===== src/rtl/wg_barrier_ctrl.sv =====
// Workgroup barrier scheduler: counts s_barrier arrivals per workgroup, parks
// arriving wavefronts and releases the whole group in a single pulse.
module wg_barrier_ctrl #(
  parameter int NUM_WF = 40,
  parameter int WFID_W = 6,
  parameter int CNT_W  = 4
) (
  input  logic              clk,
  input  logic              rst,
  input  logic              bar_req,
  input  logic [WFID_W-1:0] bar_wfid,
  input  logic [WFID_W-1:0] bar_wgid,
  input  logic [CNT_W-1:0]  bar_wf_count,
  input  logic              halt,
  input  logic [WFID_W-1:0] halt_wfid,
  output logic              bar_release,
  output logic [WFID_W-1:0] bar_release_wgid,
  output logic [NUM_WF-1:0] bar_release_mask,
  output logic [NUM_WF-1:0] wf_waiting,
  output logic              bar_err
);

  logic [NUM_WF-1:0] wait_mask_r;
  logic [WFID_W-1:0] wait_wgid_r [NUM_WF];
  logic [CNT_W-1:0]  arr_cnt_r   [NUM_WF];

  logic              halt_hit_s;
  logic [WFID_W-1:0] halt_wgid_s;
  logic [NUM_WF-1:0] mask_post_s;
  logic [CNT_W-1:0]  cnt_post_s  [NUM_WF];
  logic [NUM_WF-1:0] members_s;
  logic [NUM_WF-1:0] req_bit_s;
  logic [NUM_WF-1:0] wg_bit_s;
  logic              dup_s;
  logic [CNT_W-1:0]  cur_cnt_s;
  logic [CNT_W-1:0]  new_cnt_s;
  logic              same_s;
  logic              range_bad_s;
  logic              bad_s;
  logic              accept_s;
  logic              release_s;
  logic              err_s;
  logic [NUM_WF-1:0] nxt_mask_s;
  logic [CNT_W-1:0]  nxt_cnt_s   [NUM_WF];
  logic [WFID_W-1:0] nxt_wgid_s  [NUM_WF];

  assign wf_waiting = wait_mask_r;

  // Halt step first, then the arrival decision against the post-halt state.
  always_comb begin
    halt_hit_s  = 1'b0;
    halt_wgid_s = {WFID_W{1'b0}};
    mask_post_s = wait_mask_r;
    for (int i = 0; i < NUM_WF; i++) begin
      if (halt && (halt_wfid == WFID_W'(i)) && wait_mask_r[i]) begin
        halt_hit_s     = 1'b1;
        halt_wgid_s    = wait_wgid_r[i];
        mask_post_s[i] = 1'b0;
      end else begin
        mask_post_s[i] = wait_mask_r[i];
      end
    end

    dup_s     = 1'b0;
    cur_cnt_s = {CNT_W{1'b0}};
    for (int j = 0; j < NUM_WF; j++) begin
      if (halt_hit_s && (halt_wgid_s == WFID_W'(j)) && (arr_cnt_r[j] != {CNT_W{1'b0}})) begin
        cnt_post_s[j] = arr_cnt_r[j] - CNT_W'(1);
      end else begin
        cnt_post_s[j] = arr_cnt_r[j];
      end
      req_bit_s[j] = (bar_wfid == WFID_W'(j));
      wg_bit_s[j]  = (bar_wgid == WFID_W'(j));
      members_s[j] = mask_post_s[j] && (wait_wgid_r[j] == bar_wgid);
      dup_s        = dup_s | (mask_post_s[j] & req_bit_s[j]);
      cur_cnt_s    = wg_bit_s[j] ? cnt_post_s[j] : cur_cnt_s;
    end

    new_cnt_s   = cur_cnt_s + CNT_W'(1);
    same_s      = bar_req && halt && (halt_wfid == bar_wfid);
    range_bad_s = (bar_wfid >= WFID_W'(NUM_WF)) || (bar_wgid >= WFID_W'(NUM_WF));
    bad_s       = (bar_wf_count == {CNT_W{1'b0}}) || dup_s || range_bad_s;
    accept_s    = bar_req && !same_s && !bad_s;
    release_s   = accept_s && (new_cnt_s >= bar_wf_count);
    // An overshooting count still releases, but flags the inconsistency.
    err_s       = (bar_req && !same_s && bad_s) || (accept_s && (new_cnt_s > bar_wf_count));

    for (int k = 0; k < NUM_WF; k++) begin
      nxt_mask_s[k] = release_s ? (mask_post_s[k] & ~members_s[k])
                                : (mask_post_s[k] | (accept_s & req_bit_s[k]));
      nxt_cnt_s[k]  = (accept_s && wg_bit_s[k]) ? (release_s ? {CNT_W{1'b0}} : new_cnt_s)
                                                : cnt_post_s[k];
      nxt_wgid_s[k] = (accept_s && !release_s && req_bit_s[k]) ? bar_wgid : wait_wgid_r[k];
    end
  end

  // State and registered release/error outputs.
  always_ff @(posedge clk or negedge rst) begin
    if (!rst) begin
      wait_mask_r      <= {NUM_WF{1'b0}};
      bar_release      <= 1'b0;
      bar_release_wgid <= {WFID_W{1'b0}};
      bar_release_mask <= {NUM_WF{1'b0}};
      bar_err          <= 1'b0;
      for (int i = 0; i < NUM_WF; i++) begin
        wait_wgid_r[i] <= {WFID_W{1'b0}};
        arr_cnt_r[i]   <= {CNT_W{1'b0}};
      end
    end else begin
      wait_mask_r      <= nxt_mask_s;
      bar_release      <= release_s;
      bar_release_wgid <= release_s ? bar_wgid : {WFID_W{1'b0}};
      bar_release_mask <= release_s ? (members_s | req_bit_s) : {NUM_WF{1'b0}};
      bar_err          <= err_s;
      for (int i = 0; i < NUM_WF; i++) begin
        wait_wgid_r[i] <= nxt_wgid_s[i];
        arr_cnt_r[i]   <= nxt_cnt_s[i];
      end
    end
  end

endmodule


===== config.mk =====
export PLATFORM = sky130hd
export DESIGN_NAME = wg_barrier_ctrl
export DESIGN_NICKNAME = d
export VERILOG_FILES = /design/src/rtl/wg_barrier_ctrl.sv
export SDC_FILE = /design/constraint.sdc
export NUM_CORES = 1
export LEC_CHECK = 0
export CORE_ASPECT_RATIO = 2
export CORE_MARGIN = 2
export CORE_UTILIZATION = 45
export CTS_CLUSTER_DIAMETER = 60
export DETAILED_ROUTE_END_ITERATION = 6
export HOLD_SLACK_MARGIN = 0.15
export SLEW_MARGIN = 40
export SYNTH_ARGS = -nofsm -noshare
export SYNTH_HDL_FRONTEND = slang
export SYNTH_SLANG_ARGS = --single-unit

===== constraint.sdc =====
create_clock -name clk -period 23.8 [get_ports clk]
set_clock_uncertainty 0.2 [all_clocks]
set_input_delay 2.38 -clock clk [delete_from_list [all_inputs] [get_ports clk]]
set_output_delay 2.38 -clock clk [all_outputs]
set_load 0.1 [all_outputs]

==> results of run 1 <==
## cell usage after synthesis, drive strengths merged, types with 19 or more instances
cell,number
a211oi,23
a21o,42
a21oi,189
a31oi,20
a32oi,19
and2,22
and3,23
buf,64
clkbuf,132
dfrtp,488
ha,45
inv,117
mux2,276
mux2i,74
nand2,284
nand2b,60
nand3,146
nand3b,23
nand4,83
nor2,253
nor2b,39
nor3,112
nor3b,23
nor4,42
o21ai,213
o221ai,29
o22ai,52
xnor2,218
xor2,103
## worst max-delay path, delay by kind of cell
| family | cells | cell delay [ns] |
|---|---|---|
| buf+inv | 6 | 2.10 |
| mux | 2 | 1.12 |
| fa+ha+maj | 2 | 0.63 |
| compound gates | 10 | 3.79 |
| simple gates | 9 | 3.54 |
## final timing paths
kind,cells after the start,startpoint,to,slack [ns]
min in group asynchronous,1,rst,arr_cnt_r[9],1.39
max in group asynchronous,3,rst,wait_wgid_r[106],20.36
max reg2reg,27,wf_waiting[29],wait_wgid_r[31],12.96
min reg2reg,1,wait_wgid_r[2],wait_wgid_r[2],0.36
max,29,halt_wfid[0],wait_wgid_r[31],10.45
min,1,wait_wgid_r[2],wait_wgid_r[2],0.36
## logic make-up after synthesis
logic type	count (synthesis)	share of synthesized area, %
and+or+nand+nor	1204	19.2
AOI/OAI and AO/OA	800	16.5
DFF	488	37.7
muxes	355	12.2
xor gates and xnor gates	321	8.68
buffers and inverters	313	3.93
adders and majority gates	45	1.74
## layout make-up
class,count,area [sq um]
tap,916,1150
clock buffer,70,1450
timing repair buffer,187,1300
inverter,117,439
multi-input combinational,2725,19100
sequential,488,12200
clock inverter,24,285
antenna,3,7.51
fill,6871,35500
## state kept, by name, indices dropped and copies added (netlist names)
signal	flops
bar_release	1
wf_waiting	40
wait_wgid_r	240
bar_release_mask	40
arr_cnt_r	160
bar_release_wgid	6
bar_err	1
## through the flow
step	hold slack [ns]	setup slack, ns
3_3_place_gp	0.336	10.34
2_1_floorplan	0.314	13.79
5_1_grt	0.367	10.17
4_1_cts	0.355	10.97
3_5_place_dp	0.337	10.30
6_report	0.355	10.45
## power groups by stage
stage	Sequential [W]	Combinational (W)	Clock (W)
floorplan	0.000971	0.000318	0
global placement	0.000986	0.000511	0
detailed placement	0.000987	0.000517	0
CTS	0.000972	0.000519	0.000864
global route	0.000981	0.000571	0.000893
finish	0.000975	0.000539	0.000855
## routing by layer
metal / vias up / track usage, % / wire length [um]
met5: - / 0 / 46
met4: 8 / 44.1 / 21100
met3: 875 / 8.20 / 10700
met2: 1788 / 69.4 / 72700
met1: 15200 / 38.7 / 47200
li1: 13000 / - / -
==> metrics.cfg, run 1 <==
[synthesis]
syn_inst=3526
synth.net_count=3597
yosysSeqAreaShare_pct=37.7
avgSynthCellArea_sq_um=9.19
yosysTopAreaCellShare_pct=37.7
synth-main-ff-cell=dfrtp_1
syn_area_sq_um=32400
synth_cell_types=105
synthTopCellsByArea=dfrtp_1, mux2_2, xnor2_1
yosys.area.top_type=dfrtp_1
ys_ff_latch=488
ys_warn_count=0
synth-edff-count=0
synth-async-reset-ratio_pct=100

[cts]
htreeDepth=2
numCtsBuffers=50
cts_setup_buffers=0
clockBufferDepth=3
cts_resized=0
cts_tree=yes
cts_root_buffer=clkbuf_16
cts_hold_buf=0
cts.clk_slew.worst_paths_ns=0.06
cts_sinks=488
clkLatencyLatePin_ns=0.65

[die]
rows=139
die_area_sq_um=74300
io_pins=114
core_area_sq_um=71500
start_util_pct=45.3
die_x_um=194
fp.dieH_um=383

[finish]
drive_gt1_share_pct=17.3
final_common_cell=dfrtp_1
area_growth_pct=11.0
fin_util_pct=50.3
fin_nets=3640
final_area_sq_um=36000
instances_no_fill=4530
final_cell_mix=dfrtp_1, nand2_1, mux2_2

[global_routing]
grt_pass1_vias=31000
grt_max_degree=141
grt_overflow=0
grt_first_pass_wirelength_mm=218
grtUsageTotal_pct=40.5
antenna_found_initial=9

[critical_path]
arrival_ns=13.69
cpMostUsedCell=buf_4
worstPathRequired_ns=24.13
endpoint_kind=register
critPathKind=in2reg
crit_path_start_kind=primary input
crit_path_top_delay_cell=or4_1
crit_fanout=45
cp_slowest_stage_delay_ns=0.99

[routing]
first_pass_iters=7
viasPerCell=6.80
via_count=30800
wl_mm=152
drc=0
ant_nets=0
drt_iter0_drc=2697
routedWlPerCell_um=33.5

[timing]
grt_setup_unrepaired=no
drv_slew=0
finalHoldViolations=0
max_slew_margin_pct=36.1
min_period_ns=13.35
fmax_mhz=74.9
tns_ns=0
tightest_slew_ns=0.949
layout_worst_path_cycle_share_pct=56.1
final-setup-viol-count=0

[pwr]
p_sw_w=0.000814
ir_worst_vdd_v=0.0000657
p_seq_share_pct=41.2
clkPwrFrac_pct=36.1
power.leakage_nw=14.7
power_density_nw_per_um2=65.9
pwr-share-comb_pct=22.7
power.internal_w=0.00156
switching_share_pct=34.4
power.total_w=0.00237

[place]
place_area_sq_um=34100
dp_cells=4430
place_congestion=1.12
hpwl_mm=111
portBuffers=113

[worst_hold_path]
hp-class=reg2reg

[outcome]
run_status=finished clean

[flow_run]
cap_violations=0

Note: power is estimated with default switching activity, not from simulation.
==> inputs of run 2 (changes only) <==
==> constraint.sdc (replaced) <==
create_clock -name clk -period 11.3 [get_ports clk]
set_clock_uncertainty 0.2 [all_clocks]
set_input_delay 1.13 -clock clk [delete_from_list [all_inputs] [get_ports clk]]
set_output_delay 1.13 -clock clk [all_outputs]
set_load 0.1 [all_outputs]
==> run 2 against run 1 <==
Net effect:
- combinational power grew 120%
- clock power grew 120%
- die area is the same
- sequential cell count is the same
- largest cell class unchanged
==> metrics.cfg, run 2 (synthesis gave the netlist of run 1 again) <==
[timing]
final-setup-viol-count=0
min_period_ns=10.68
tns_ns=0
drv_slew=0
grt_setup_unrepaired=no
finalHoldViolations=0
layout_worst_path_cycle_share_pct=94.5
tightest_slew_ns=1.00
max_slew_margin_pct=32.7
fmax_mhz=93.6

[worst_hold_path]
hp-class=in2async

[finish]
final_common_cell=dfrtp_1
fin_nets=3770
largest_registers=wait_wgid_r (240), arr_cnt_r (160)
area_growth_pct=14.6
largest_reg_flops=240
final_cell_mix=dfrtp_1, nand2_1, mux2_2
regMostFlops=wait_wgid_r
drive_gt1_share_pct=20.1

[global_routing]
grt_overflow=0
grtUsageTotal_pct=41.2
grt_pass1_vias=31400
met3_usage_pct=8.32
grt_max_degree=151
antenna_found_initial=8
gr-usage-met1_pct=39.4
use_met2_pct=71.4
grt_first_pass_wirelength_mm=221
busiest_layer=met2

[routing]
first_pass_iters=5
drt_iter0_drc=2874
via_count=30900
ant_nets=0
viasPerCell=6.64
wl_mm=154
routedWlPerCell_um=33.0
drc=0

[critical_path]
worstPathRequired_ns=11.61
endpoint_kind=register
arrival_ns=10.99
crit_path_start_kind=primary input
r2r-start=wf_waiting[32]
critPathKind=in2reg
crit_fanout=18
critical_path.startpoint=halt_wfid[3]

[die]
start_util_pct=45.3
die_area_sq_um=74300
core_area_sq_um=71500
io_pins=114
die_x_um=194
rows=139
fp.dieH_um=383

[cts]
htreeDepth=2
clkLatencyLatePin_ns=0.64
cts.clk_slew.worst_paths_ns=0.07
cts_setup_buffers=0
numCtsBuffers=51
cts_tree=yes
cts_resized=0
cts_root_buffer=clkbuf_16
clockBufferDepth=3
cts_sinks=488
cts_hold_buf=0

[outcome]
run_status=finished clean

[pwr]
ir_worst_vdd_v=0.000150
p_seq_share_pct=40.1
power.internal_w=0.00337
p_sw_w=0.00174
power_density_nw_per_um2=138
pwr-share-comb_pct=23.5
clkPwrFrac_pct=36.4
power.leakage_nw=15.4
switching_share_pct=34.1
power.total_w=0.00511

[place]
portBuffers=113
hpwl_mm=113
place_congestion=1.10

[flow_run]
cap_violations=0

-- run 2: changes by cell type in the layout (fill, tap and decap cells not counted), sizes merged --
cell / previous run / this run
buf: 170 / 300
clkinv: 14 / 9
diode: 3 / 7
clkinvlp: 1 / 4
clkbuf: 71 / 72
inv: 121 / 122
-- run 2: area by class of cell --
cell class / count / area, sq um
antenna: 7 / 17.5
clock inverter: 23 / 280
timing repair buffer: 316 / 2420
sequential: 488 / 12200
fill: 6828 / 34300
inverter: 117 / 439
multi-input combinational: 2725 / 19100
clock buffer: 72 / 1520
tap: 916 / 1150
-- run 2: routing by layer --
layer | vias to the layer above | share of wire [%] | wire [um]
li1 | 13200 | - | -
met1 | 15300 | 31 | 48000
met2 | 1614 | 49 | 75400
met3 | 806 | 6.6 | 10100
met4 | 0 | 13 | 20600
met5 | - | 0 | 0
-- run 2: power groups by stage --
stage / sequential [W] / clock (W) / combinational [W]
floorplan: 0.00204 / 0 / 0.000670
global placement: 0.00207 / 0 / 0.00114
detailed placement: 0.00208 / 0 / 0.00115
CTS: 0.00204 / 0.00188 / 0.00116
global route: 0.00206 / 0.00194 / 0.00128
finish: 0.00205 / 0.00186 / 0.00120
-- run 2: through the flow --
stage               util, %  hold slack (ns)  setup slack, ns  instance area [sq um]  cells
floorplan                 -            0.314             2.54                  32400   3526
global placement       49.7            0.334            0.154                  35500   4556
detailed placement     49.1            0.340            0.340                  35100   4558
CTS                    51.6            0.356            0.989                  36900   4653
global route           51.9            0.276            0.459                  37100   4660
finish                 52.0            0.229            0.619                  37100   4664
-- run 2: worst paths after layout --
check / end / depth (start not counted) / slack, ns
worst max-delay path: wait_wgid_r[225] / 28 / 0.62
worst min-delay path: arr_cnt_r[18] / 1 / 0.23
worst max register to register: wait_wgid_r[225] / 26 / 1.92
worst min register to register: wait_wgid_r[177] / 1 / 0.35
max in group asynchronous: arr_cnt_r[33] / 4 / 9.03
min in group clk: wait_wgid_r[177] / 1 / 0.35
-- run 2: worst max-delay path, cell delays in order --
cell             delay, ns
clkdlybuf4s50_1       0.79
nor4b_4               0.71
buf_4                 0.33
nand2_1               0.15
o221ai_1              0.23
nand4_1               0.12
a211oi_1              0.86
a211o_1               0.65
nand2_1               0.67
or4_1                 0.87
mux2i_1               0.62
o221ai_1              0.34
o21ai_0               0.44
nand4_1               0.22
o32ai_1               0.24
inv_1                 0.09
ha_1                  0.34
ha_1                  0.29
nor2b_1               0.13
o21ai_0               0.15
nand2b_1              0.08
a21oi_1               0.18
and2_2                0.19
nand2_2               0.18
buf_4                 0.31
nor2_1                0.12
buf_4                 0.17
mux2_2                0.33
